<file path="src/rtl/mips_pc_redirect_if.sv">
// Fetch-side bundle for mips_pc_redirect.
// It carries the branch/jump redirect requests from the ID stage, the hazard
// stall, the imem fetch handshake and the debug counter.
//   master : the ID-stage branch unit, hazard unit and imem port, all driving the PC owner
//   slave  : the PC owner (mips_pc_redirect)
interface mips_pc_redirect_if #(
    parameter int DATA_32_W = 32,
    parameter int CNT_W     = 16
);
    logic                 beq_valid;
    logic [DATA_32_W-1:0] beq_target;
    logic                 jump_valid;
    logic [DATA_32_W-1:0] jump_target;
    logic                 stall_if;
    logic                 imem_ready;
    logic                 imem_req_valid;
    logic [DATA_32_W-1:0] pc_out;
    logic [DATA_32_W-1:0] pc_plus4;
    logic                 flush_if_id;
    logic                 redirect_pend;
    logic [CNT_W-1:0]     redirect_cnt;

    modport master (
        output beq_valid, beq_target, jump_valid, jump_target, stall_if, imem_ready,
        input  imem_req_valid, pc_out, pc_plus4, flush_if_id, redirect_pend, redirect_cnt
    );

    modport slave (
        input  beq_valid, beq_target, jump_valid, jump_target, stall_if, imem_ready,
        output imem_req_valid, pc_out, pc_plus4, flush_if_id, redirect_pend, redirect_cnt
    );
endinterface

</file>
<file path="src/rtl/mips_pc_redirect.sv">
// mips_pc_redirect: owns the fetch PC.
// It applies taken-BEQ and jump redirects, raises the IF/ID flush, and holds
// a redirect that arrives while fetch cannot advance. It also counts applied
// redirects in a saturating counter.
// Ports:
//   clk_i-style clk : rising-edge clock
//   rst             : asynchronous, active-high reset
//   bus (slave)     : redirect requests, stall/imem handshake, PC outputs,
//                     flush, pending flag, redirect counter
//
// state | meaning
// ------+------------------------------------------------------------
// RUN   | normal fetch; a redirect is applied at once if fetch advances
// PEND  | redirect latched in pend_target_q, waiting for fetch to advance
module mips_pc_redirect #(
    parameter int                   DATA_32_W = 32,
    parameter logic [DATA_32_W-1:0] RESET_PC  = 32'h0040_0000,
    parameter int                   CNT_W     = 16
) (
    input logic              clk,
    input logic              rst,
    mips_pc_redirect_if.slave bus
);

    typedef enum logic {
        ST_RUN  = 1'b0,
        ST_PEND = 1'b1
    } state_t;

    state_t               state_q, state_d;
    logic [DATA_32_W-1:0] pc_q, pc_d;
    logic [DATA_32_W-1:0] pend_target_q, pend_target_d;
    logic [CNT_W-1:0]     cnt_q, cnt_d;
    logic [DATA_32_W-1:0] pc_plus4;
    logic [DATA_32_W-1:0] redir_target;
    logic                 advance;
    logic                 redir;
    logic                 apply_redir;

    assign pc_plus4 = pc_q + DATA_32_W'(4);

    always_comb begin
        advance      = !bus.stall_if && bus.imem_ready;
        redir        = bus.beq_valid || bus.jump_valid;
        // BEQ wins if both fire; targets are always word-aligned.
        redir_target = bus.beq_valid ? bus.beq_target : bus.jump_target;
        redir_target[1:0] = 2'b00;

        state_d       = state_q;
        pc_d          = pc_q;
        pend_target_d = pend_target_q;
        cnt_d         = cnt_q;
        apply_redir   = 1'b0;

        case (state_q)
            ST_RUN: begin
                if (redir) begin
                    if (advance) begin
                        pc_d        = redir_target;
                        apply_redir = 1'b1;
                    end else begin
                        pend_target_d = redir_target;
                        state_d       = ST_PEND;
                    end
                end else if (advance) begin
                    pc_d = pc_plus4;
                end
            end
            ST_PEND: begin
                // Any redirect seen here comes from a younger, wrong-path
                // instruction, so it is dropped.
                if (advance) begin
                    pc_d        = pend_target_q;
                    apply_redir = 1'b1;
                    state_d     = ST_RUN;
                end
            end
            default: state_d = ST_RUN;
        endcase

        if (apply_redir && (cnt_q != {CNT_W{1'b1}})) begin
            cnt_d = cnt_q + 1'b1;
        end
    end

    always_ff @(posedge clk or posedge rst) begin
        if (rst) begin
            state_q       <= ST_RUN;
            pc_q          <= RESET_PC;
            pend_target_q <= '0;
            cnt_q         <= '0;
        end else begin
            state_q       <= state_d;
            pc_q          <= pc_d;
            pend_target_q <= pend_target_d;
            cnt_q         <= cnt_d;
        end
    end

    // Control outputs are forced low during reset. The redirect inputs may
    // still be toggling at that time.
    assign bus.imem_req_valid = !rst;
    assign bus.flush_if_id    = !rst && (((state_q == ST_RUN) && redir) || (state_q == ST_PEND));
    assign bus.redirect_pend  = !rst && (state_q == ST_PEND);
    assign bus.pc_out         = pc_q;
    assign bus.pc_plus4       = pc_plus4;
    assign bus.redirect_cnt   = cnt_q;

endmodule

</file>
<file path="src/flat_wrapper.sv">
// flat-port wrapper written by rule: the top's interface ports become plain ports
module mips_pc_redirect_flat 
#(
    parameter int                   DATA_32_W = 32,
    parameter logic [DATA_32_W-1:0] RESET_PC  = 32'h0040_0000,
    parameter int                   CNT_W     = 16
)
  (clk, rst, bus_beq_valid, bus_beq_target, bus_jump_valid, bus_jump_target, bus_stall_if, bus_imem_ready, bus_imem_req_valid, bus_pc_out, bus_pc_plus4, bus_flush_if_id, bus_redirect_pend, bus_redirect_cnt);
  mips_pc_redirect_if #(.DATA_32_W(DATA_32_W), .CNT_W(CNT_W)) bus_i ();
  input logic clk;
  input logic rst;
  input wire logic [$bits(bus_i.beq_valid)-1:0] bus_beq_valid;
  input wire logic [$bits(bus_i.beq_target)-1:0] bus_beq_target;
  input wire logic [$bits(bus_i.jump_valid)-1:0] bus_jump_valid;
  input wire logic [$bits(bus_i.jump_target)-1:0] bus_jump_target;
  input wire logic [$bits(bus_i.stall_if)-1:0] bus_stall_if;
  input wire logic [$bits(bus_i.imem_ready)-1:0] bus_imem_ready;
  output wire logic [$bits(bus_i.imem_req_valid)-1:0] bus_imem_req_valid;
  output wire logic [$bits(bus_i.pc_out)-1:0] bus_pc_out;
  output wire logic [$bits(bus_i.pc_plus4)-1:0] bus_pc_plus4;
  output wire logic [$bits(bus_i.flush_if_id)-1:0] bus_flush_if_id;
  output wire logic [$bits(bus_i.redirect_pend)-1:0] bus_redirect_pend;
  output wire logic [$bits(bus_i.redirect_cnt)-1:0] bus_redirect_cnt;
  assign bus_i.beq_valid = bus_beq_valid;
  assign bus_i.beq_target = bus_beq_target;
  assign bus_i.jump_valid = bus_jump_valid;
  assign bus_i.jump_target = bus_jump_target;
  assign bus_i.stall_if = bus_stall_if;
  assign bus_i.imem_ready = bus_imem_ready;
  assign bus_imem_req_valid = bus_i.imem_req_valid;
  assign bus_pc_out = bus_i.pc_out;
  assign bus_pc_plus4 = bus_i.pc_plus4;
  assign bus_flush_if_id = bus_i.flush_if_id;
  assign bus_redirect_pend = bus_i.redirect_pend;
  assign bus_redirect_cnt = bus_i.redirect_cnt;
  mips_pc_redirect #(.DATA_32_W(DATA_32_W), .RESET_PC(RESET_PC), .CNT_W(CNT_W)) u_core (.clk(clk), .rst(rst), .bus(bus_i));
endmodule
</file>
<file path="config.mk">
export PLATFORM = sky130hd
export DESIGN_NAME = mips_pc_redirect_flat
export DESIGN_NICKNAME = d
export VERILOG_FILES = /design/src/rtl/mips_pc_redirect_if.sv /design/src/rtl/mips_pc_redirect.sv /design/src/flat_wrapper.sv
export SDC_FILE = /design/constraint.sdc
export NUM_CORES = 1
export LEC_CHECK = 0
export ABC_AREA = 1
export CAP_MARGIN = 20
export CORE_UTILIZATION = 53
export CTS_BUF_LIST = sky130_fd_sc_hd__clkbuf_2 sky130_fd_sc_hd__clkbuf_4 sky130_fd_sc_hd__clkbuf_8
export CTS_CLUSTER_SIZE = 28
export DETAILED_ROUTE_END_ITERATION = 7
export GPL_TIMING_DRIVEN = 1
export PLACE_DENSITY = 0.91
export SYNTH_ARGS = -nofsm -noshare
export SYNTH_HDL_FRONTEND = slang
export SYNTH_SLANG_ARGS = --single-unit
</file>
<file path="constraint.sdc">
create_clock -name clk -period 4.57 [get_ports clk]
set_clock_uncertainty 0.2 [all_clocks]
set_input_delay 0.6855 -clock clk [delete_from_list [all_inputs] [get_ports clk]]
set_output_delay 0.6855 -clock clk [all_outputs]
set_load 0.05 [all_outputs]
</file>
==> run metrics, run 1 <==
post-CTS setup buffers=0; Routed Antenna Nets=0; Core Region=9240 sq um; critical path class=reg2out; Total Wirelength=14,900 um; CP peak stage delay=0.86 ns; ANT cells=0; M1 GR Usage=0.403; Max clock buf depth=2; Least-Margin Pin Slew=0.944 ns; routing usage on met2=0.513; met3 Usage GRT=0.0534; sequential area share after synthesis=0.383; WL/cell=14.9 um; Num Clock Sinks=77; P per Cell Area=421 nW/um^2; worst endpoint data arrival time=2.69 ns; CP bufs+invs=1; Max Clock Freq=0.280 GHz; startpoint of the worst hold path=u_core.pend_target_q[10]; Synth Instances=732; I/O Buffers=144; placed cell areas=6520 sq um; Worst-path clk slew=0.08 ns; R2R Path End=u_core.bus.redirect_cnt[7]; Worst setup SP type=register; Area growth syn-to-layout=33.4%; Pint=1.50 mW; DRC=0; final setup vio count=0; post-cts repair resize count=0; vias in the first global route=5,116; Worst Hold End=u_core.pend_target_q[10]; hold slack=0.288 ns; sw power=1.32 mW; Sum Neg Setup Slack=0 ns; FF-to-FF Start=u_core.state_q; placer congestion estimate=0.900; nets=935; Combinational Power Share=0.470; Cell variety after synth=33; Place WS=1.26 ns; Iteration-0 DRC Markers=425; most frequent cells in the layout=nand2_1 (281), clkdlybuf4s50_1 (144), dfrtp_1 (76); worst-skew pair later-pin latency=0.35 ns; switching share of total power=0.469; Max-Cap Viols=0; max-slew violations=0; fin crit share=0.782; most used cell along the critical path=nor2_4; VDD IR max=0.196 mV; outcome=finished, final reports clean; post-synth top area share=0.378; post-synth top area cell=dfrtp_1; hold_buf cts=0; initial antenna violation count=0; mean area per synthesized cell=6.87 sq um; hold crit path type=reg2reg; post-DP HPWL=11,000 um; Critical Path RT=3.68 ns; Cell Chain, Critical Path=ha_1 -> nand2_2 -> nor2_4 -> nand2_4 -> nor2_4 -> xor2_1 -> clkdlybuf4s50_1; Die ar.=9890 sq um; Worst path depth=7; CP max FO=6; # IOs=153; CP top delay family=buffers and inverters; FF-to-FF setup slack=1.74 ns; Worst setup EP type=primary output; initial cell density of the core=0.545; pin count of the biggest net entering global routing=77; share of layout cells above drive strength 1=0.0668; cts bufs inserted=9; Reg2Reg Depth=10; routed via count=5,355; most used routing layer=met2; synth top area cells=dfrtp_1 (38%), nand2_1 (21%), o21ai_0 (5.3%); Hold Fails Final Rpt=0; worst setup margin=0.997 ns; Crit-path slowest cell=clkdlybuf4s50_1; Synth Register Bits=77; die height=99.4 um; Hold Path Depth=2; Leak Pwr=3.04 nW; CTS tree=done; die width=99.4 um; Synth Warn #=0; grt total ovfl=0; Vias/cell=5.37; commonest non-fill, non-tap cell in the layout=nand2_1; fin crit period=3.57 ns; fillers=713; # rows=35; Root Buffer Master=clkbuf_8; placed cell count=981; H-Tree Depth=3; RSZ-0062 raised after global routing=no; clock share of power=0.186; DR pass1 iterations=5; Synth Cell Area=5030 sq um; Finished Cell Area=6720 sq um; worst relative slew slack=0.371; fin cells=997; first-pass GRT wire length=24,100 um; Reg power frac=0.344; all-layer global routing usage=0.310
[sequential cells by signal, summed over array words and instances, names as in the netlist]
| register | flops |
|---|---|
| u_core.bus.pc_out | 30 |
| u_core.pend_target_q | 30 |
| u_core.bus.redirect_cnt | 16 |
| u_core.state_q | 1 |
[routing by layer]
metal  up-vias  share of wire  routed length (um)
met5         -              0                   0
met1      2456           0.40                5930
met2       309           0.48                7100
li1       2551              -                   -
met4         0          0.030                 445
met3        39          0.094                1400
[how the worst max path moves through the flow]
stage                         startpoint                  to  slack [ns]
floorplan                            rst  bus_imem_req_valid        1.13
global placement           bus_beq_valid     bus_flush_if_id        1.28
detailed placement         bus_beq_valid     bus_flush_if_id        1.26
CTS                 u_core.bus.pc_out[2]    bus_pc_plus4[22]         1.0
global route        u_core.bus.pc_out[2]    bus_pc_plus4[22]        0.87
finish              u_core.bus.pc_out[2]    bus_pc_plus4[14]         1.0
[cell families after synthesis]
group,synth area share
AO/OA/AOI/OAI,0.120
AND/OR/NAND/NOR,0.355
flip-flops,0.383
XOR/XNOR,0.0557
buffers and inverters,0.0803
adder cells (fa/ha/maj),0.00497
other,0.000745
[Yosys cell counts]
| library cell | n |
|---|---|
| a211oi_1 | 1 |
| a21oi_1 | 52 |
| a31oi_1 | 3 |
| a32oi_1 | 1 |
| and2_1 | 3 |
| buf_2 | 5 |
| buf_4 | 9 |
| buf_6 | 1 |
| clkbuf_1 | 17 |
| conb_1 | 1 |
| dfrtp_1 | 76 |
| dfstp_2 | 1 |
| ha_1 | 2 |
| inv_1 | 60 |
| inv_2 | 3 |
| nand2_1 | 281 |
| nand2_2 | 6 |
| nand2_4 | 2 |
| nand3_1 | 18 |
| nand3b_1 | 8 |
| nand4_1 | 2 |
| nor2_1 | 67 |
| nor2_2 | 4 |
| nor2_4 | 11 |
| nor2_8 | 2 |
| nor3_1 | 10 |
| o211ai_1 | 2 |
| o21ai_0 | 53 |
| o21ai_1 | 4 |
| o221ai_1 | 1 |
| xnor2_1 | 6 |
| xor2_1 | 13 |
| xor2_2 | 7 |
[metrics by stage]
stage	power (mW)	utilization
finish	2.82	0.727
global route	2.95	0.727
CTS	2.82	0.727
detailed placement	2.29	0.705
global placement	2.25	0.705
floorplan	1.83	-
[worst reg2reg max path, cell delays in order, from the launching register on]
cell and delay, ns:
dfrtp_1 0.65, inv_1 0.47, nand2_2 0.26, inv_2 0.05, buf_4 0.23, nor2_1 0.18
nand2_2 0.20, inv_2 0.29, nand2_1 0.09, nand2_1 0.07, nand2_1 0.05
[power by group through the flow]
stage | Sequential [mW] | Combinational, mW | Clock (mW)
after CTS | 0.965 | 1.32 | 0.529
after floorplan | 1.22 | 0.613 | 0
after global routing | 0.986 | 1.40 | 0.562
final | 0.972 | 1.33 | 0.526
after detailed placement | 0.978 | 1.32 | 0
after global placement | 0.968 | 1.28 | 0
[cell type report]
class,count,area [sq um],area share
Clock buffer,9,124,0.0184
Sequential cell,77,1930,0.287
Clock inverter,7,75.1,0.0112
Timing Repair Buffer,149,1480,0.220
Tap cell,129,161,0.0240
Multi-Input combinational cell,563,2710,0.404
Inverter,63,236,0.0352
Note: power is estimated with default switching activity, not from simulation.
==> run 2, diff against run 1 <==
- CORE_UTILIZATION: 53 -> 49
- PLACE_DENSITY: 0.91 -> 0.85
- clock period: 4.57 -> 3.5 ns (I/O delays scaled with it)
==> run 2 against run 1 <==
Compared with the run above:
- setup slack got worse by 0.87 ns
- largest power group unchanged
- power increased by 34%
- highest routed layer unchanged
- wire length decreased by 2.4%
==> run metrics, run 2 (synthesis results as in run 1) <==
outcome=finished, final reports clean; Iteration-0 DRC Markers=403 (-5.2%); Max clock buf depth=2 (unchanged); Routed Antenna Nets=0 (unchanged); Worst setup EP type=primary output; Total Wirelength=14,500 um (-2.4%); Area growth syn-to-layout=35.2%; post-DP HPWL=11,100 um (+0.74%); Vias/cell=5.28 (-1.7%); initial cell density of the core=0.510 (-0.0345); CP bufs+invs=1 (unchanged); Multi-input gate area=2710 sq um (unchanged); grt total ovfl=0 (unchanged); pin count of the biggest net entering global routing=78 (+1.3%); Max Clock Freq=0.297 GHz; most frequent cells in the layout=nand2_1 (281), clkdlybuf4s50_1 (140), dfrtp_1 (76); RSZ-0062 raised after global routing=no; initial antenna violation count=0 (unchanged); Crit-path slowest cell=clkdlybuf4s50_1; vias in the first global route=4,640 (-9.3%); Cell Chain, Critical Path=ha_1 -> nand2_2 -> nor2_4 -> nand2_1 -> nor2_4 -> xor2_2 -> clkdlybuf4s50_1; fillers=822 (+15%); CP top delay family=buffers and inverters; I/O Buffers=144 (unchanged); DR pass1 iterations=5 (unchanged); commonest non-fill, non-tap cell in the layout=nand2_1; # IOs=153 (unchanged); Root Buffer Master=clkbuf_8; share of layout cells above drive strength 1=0.0734 (+0.00657); WL/cell=14.4 um (-3.2%); ANT cells=0 (unchanged); Worst setup SP type=register; placed cell areas=6560 sq um (+0.65%); most used cell along the critical path=nor2_4; Worst-path clk slew=0.08 ns (about the same); worst endpoint data arrival time=2.65 ns (-0.04 ns); DRC=0 (unchanged); Die ar.=10,700 sq um (+8.0%); fin crit period=3.37 ns; Register Area=1930 sq um (unchanged); all-layer global routing usage=0.281 (-0.0290); nets=939 (+0.43%); Hold Fails Final Rpt=0 (unchanged); placer congestion estimate=0.949 (+5.4%); fin crit share=0.963; Critical Path RT=2.77 ns (-0.91 ns); die height=103 um (+3.9%); critical path class=reg2out; Least-Margin Pin Slew=0.979 ns (+0.0352 ns); routed via count=5,304 (-0.95%); max-slew violations=0 (unchanged); first-pass GRT wire length=22,700 um (-5.6%); worst-skew pair later-pin latency=0.36 ns (about the same); Finished Cell Area=6800 sq um (+1.3%); worst relative slew slack=0.348 (-0.0234); VDD IR max=0.367 mV (+87%); CTS tree=done; P per Cell Area=558 nW/um^2 (+33%); final setup vio count=0 (unchanged); die width=103 um (+3.9%); hold slack=0.281 ns (-0.00746 ns); Max-Cap Viols=0 (unchanged); # rows=36 (+2.9%); Sum Neg Setup Slack=0 ns (unchanged); Num Clock Sinks=77 (unchanged); H-Tree Depth=3 (unchanged); CP max FO=6 (unchanged); CP peak stage delay=0.83 ns (-0.03 ns); hold crit path type=reg2reg; Leak Pwr=3.11 nW (+2.4%); cts bufs inserted=9 (unchanged); Core Region=9860 sq um (+6.8%)
[run 2: changes by cell type in the layout (fill, tap and decap cells not counted)]
cell,previous run,this run
clkinv_2,1,3
clkinvlp_4,3,0
buf_12,0,1
bufinv_16,1,3
buf_4,5,10
dlymetal6s2s_1,0,2
clkdlybuf4s50_1,144,140
inv_6,1,0
[run 2: worst paths after layout]
| kind | from | endpoint | slack (ns) | cells after the start |
|---|---|---|---|---|
| max in group asynchronous | rst | u_core.bus.redirect_cnt[2] | 1.74 | 3 |
| hold / removal | u_core.pend_target_q[10] | u_core.pend_target_q[10] | 0.28 | 2 |
| min in group asynchronous | rst | u_core.pend_target_q[11] | 0.72 | 3 |
| hold reg to reg | u_core.pend_target_q[10] | u_core.pend_target_q[10] | 0.28 | 2 |
| setup reg to reg | u_core.state_q | u_core.bus.redirect_cnt[2] | 1.10 | 10 |
| setup / recovery | u_core.bus.pc_out[2] | bus_pc_plus4[16] | 0.13 | 7 |
[run 2: layout make-up]
cell class                 count  area share
timing repair buffer         153       0.224
clock inverter                 7      0.0167
inverter                      63      0.0348
clock buffer                   9      0.0182
sequential                    77       0.283
tap                          133      0.0245
multi-input combinational    563       0.399
[run 2: metrics by stage]
stage	instances	setup WS, ns	total power, mW	utilization
2_1_floorplan	735	0.380	2.39	-
3_3_place_gp	989	0.531	2.95	0.665
3_5_place_dp	989	0.503	2.99	0.665
4_1_cts	1005	0.102	3.80	0.689
5_1_grt	1005	0.0163	3.98	0.689
6_report	1005	0.129	3.80	0.689
[run 2: repair_timing]
item / in CTS / in global routing
endpoints found under the setup margin: 0 / 2
setup buffers: 0 / 0
resized for setup: 0 / 2
endpoints found under the hold margin: 0 / 0
hold buffers: 0 / 0
[run 2: worst reg2reg max path, stage by stage (launching register included)]
cell	delay, ns
dfrtp_1	0.65
inv_1	0.14
buf_4	0.24
nand2_2	0.13
inv_2	0.08
nor2_1	0.15
nand2_2	0.20
inv_2	0.29
nand2_1	0.08
nand2_1	0.07
nand2_1	0.05
[run 2: routing by layer]
| metal | global-route usage | up-vias | routed length, um |
|---|---|---|---|
| met3 | 0.0417 | 28 | 1030 |
| li1 | - | 2556 | - |
| met1 | 0.388 | 2486 | 6330 |
| met2 | 0.452 | 234 | 6850 |
| met5 | 0 | - | 0 |
| met4 | 0.0997 | 0 | 310 |
[run 2: power by group]
part	switching, mW	internal (mW)
clock	0.336	0.471
sequential	0.203	1.06
combinational	1.16	0.567
==> RTL edit: new RTL, flow settings as in run 2 <==
Reset style: synchronous (`rst`), changed in one clocked block. Comments in the files are not updated.
--- a/src/rtl/mips_pc_redirect.sv
+++ b/src/rtl/mips_pc_redirect.sv
@@ -83,7 +83,7 @@
         end
     end
 
-    always_ff @(posedge clk or posedge rst) begin
+    always_ff @(posedge clk) begin
         if (rst) begin
             state_q       <= ST_RUN;
             pc_q          <= RESET_PC;
Check against the original RTL: differs if rst is asserted again (counterexample within 4 cycles, from zero or initial values and one cycle with rst high); with rst held inactive, the same outputs for 10 cycles.
==> RTL edit against run 2 <==
  * Design area fell by 6.0%
  * Global-route usage grew 1.5 points
  * Synthesized area fell by 7.1%
  * Critical endpoint is now bus_pc_plus4[30]
  * Synthesized cell count is 2.0% lower
  * Wire length is 1.2% lower
  * Die area down 6.9%
  * Count of clock-buffer cells in the layout grew 4
  * Worst setup slack gained 0.00070 ns
  * Sequential cell count did not move
Power is not compared: it rests on default switching activity, and its combinational part moved more than twofold at a synthesized area within 25%.
==> RTL edit: results (changes against run 2) <==
[place]
placed_area_sq_um = 6176  ; -5.8%
place_inst = 958  ; -3.1%
place_congestion = 0.9431  ; -0.58%
dp_hpwl_microns = 10450  ; -5.9%
pre_cts_ws_ns = 0.4553  ; -0.04745 ns

[cells_and_area]
instances_no_fill = 974  ; -3.1%
num-fill-cells = 807  ; -1.8%
nets = 912  ; -2.9%
drive_gt1_frac = 0.06746  ; -0.005939
insertedDiodeCount = 0  ; unchanged

[logic_synthesis]
synth_common_cells = nand2_1, dfxtp_1, a21oi_1
netlist_instances = 717  ; -2.0%
synth_cell_types = 32  ; -3.0%
yosysSeqAreaShare = 0.3296  ; -0.05355
muxShareOfSynthArea = 0.02381  ; +0.02381
yosys-top-cells-area = dfxtp_1, nand2_1, a21oi_1, o21ai_0, nand3_1
synth_fa_ha_area_frac = 0.005350  ; +0.0003778
synthXorXnorAreaFrac = 0.04869  ; -0.007005
synth_top_flop_cell = dfxtp_1
synth-compound-area-share = 0.1867  ; +0.06664
synthArstFlopShare = 0  ; -1.000
yosysWarnings = 0  ; unchanged

[global_route]
grt_use_met2 = 0.5008  ; +0.04843
grt_use_met3 = 0.05973  ; +0.01807
met1_usage = 0.3658  ; -0.02176
grt_use_total = 0.2960  ; +0.01479
grt_pass1_wl_microns = 23140  ; +1.7%
grt_start_max_net_pins = 60  ; -23%
first_global_vias = 4798  ; +3.4%
antenna_found_initial = 0  ; unchanged

[route]
finalWirelength_microns = 14350  ; -1.2%
drt_iter0_drc = 268  ; -33%
top_layer = met4
wl_met3_microns = 956  ; -7.4%
drt-met1-wl_microns = 6130  ; -3.1%
wl_met2_microns = 6879  ; +0.39%
num_vias = 5244  ; -1.1%

[power_and_ir_drop]
p_leak_nw = 2.451
power_frac_clock = 0.311
p_int_mw = 1.544
combinationalPowerShare = 0.270

[clock_network]
clock_latency_ns = 0.36  ; about the same
cts-htree-levels = 3  ; unchanged
post-cts-setup-buffer-count = 0  ; unchanged
numCtsBuffers = 9  ; unchanged

[sta]
setup-tns-final_ns = 0  ; unchanged
tightestPinTransition_ns = 0.8041  ; -0.1745 ns

[critical_path]
worstPathArrival_ns = 2.65  ; about the same
crit_fanout = 5  ; -1

[job]
drv_cap = 0  ; unchanged

[status]
status = finished, final reports clean

RTL edit: path summary, 6_finish.rpt:
check,from,to,slack (ns),cells after the start
max,u_core.bus.pc_out[3],bus_pc_plus4[30],0.13,6
min reg2reg,u_core.pend_target_q[27],u_core.pend_target_q[27],0.27,2
max reg2reg,u_core.state_q,u_core.pend_target_q[31],0.90,6
min,u_core.pend_target_q[27],u_core.pend_target_q[27],0.27,2
RTL edit: timing repair:
item / CTS / global route
endpoints found under the setup margin: 0 / 2
resized for setup: 0 / 2
hold buffers: 0 / 0
RTL edit: critical path: cells and delay by family, from the launching register on:
family | cells | cell delay [ns]
DFF | 1 | 0.39
and+or+nand+nor | 4 | 0.85
buffers and inverters | 1 | 0.83
adders and majority gates | 1 | 0.22
RTL edit: cell type report:
cell class              count  area (sq um)  area share
multi-input cells         548          2759      0.4317
flip-flops and latches     77          1541      0.2412
repair buffers            154          1531      0.2396
inverters                  50         187.7     0.02937
clock buffers              13         166.4     0.02604
well taps                 129         161.4     0.02525
clock inverters             3         43.79    0.006852
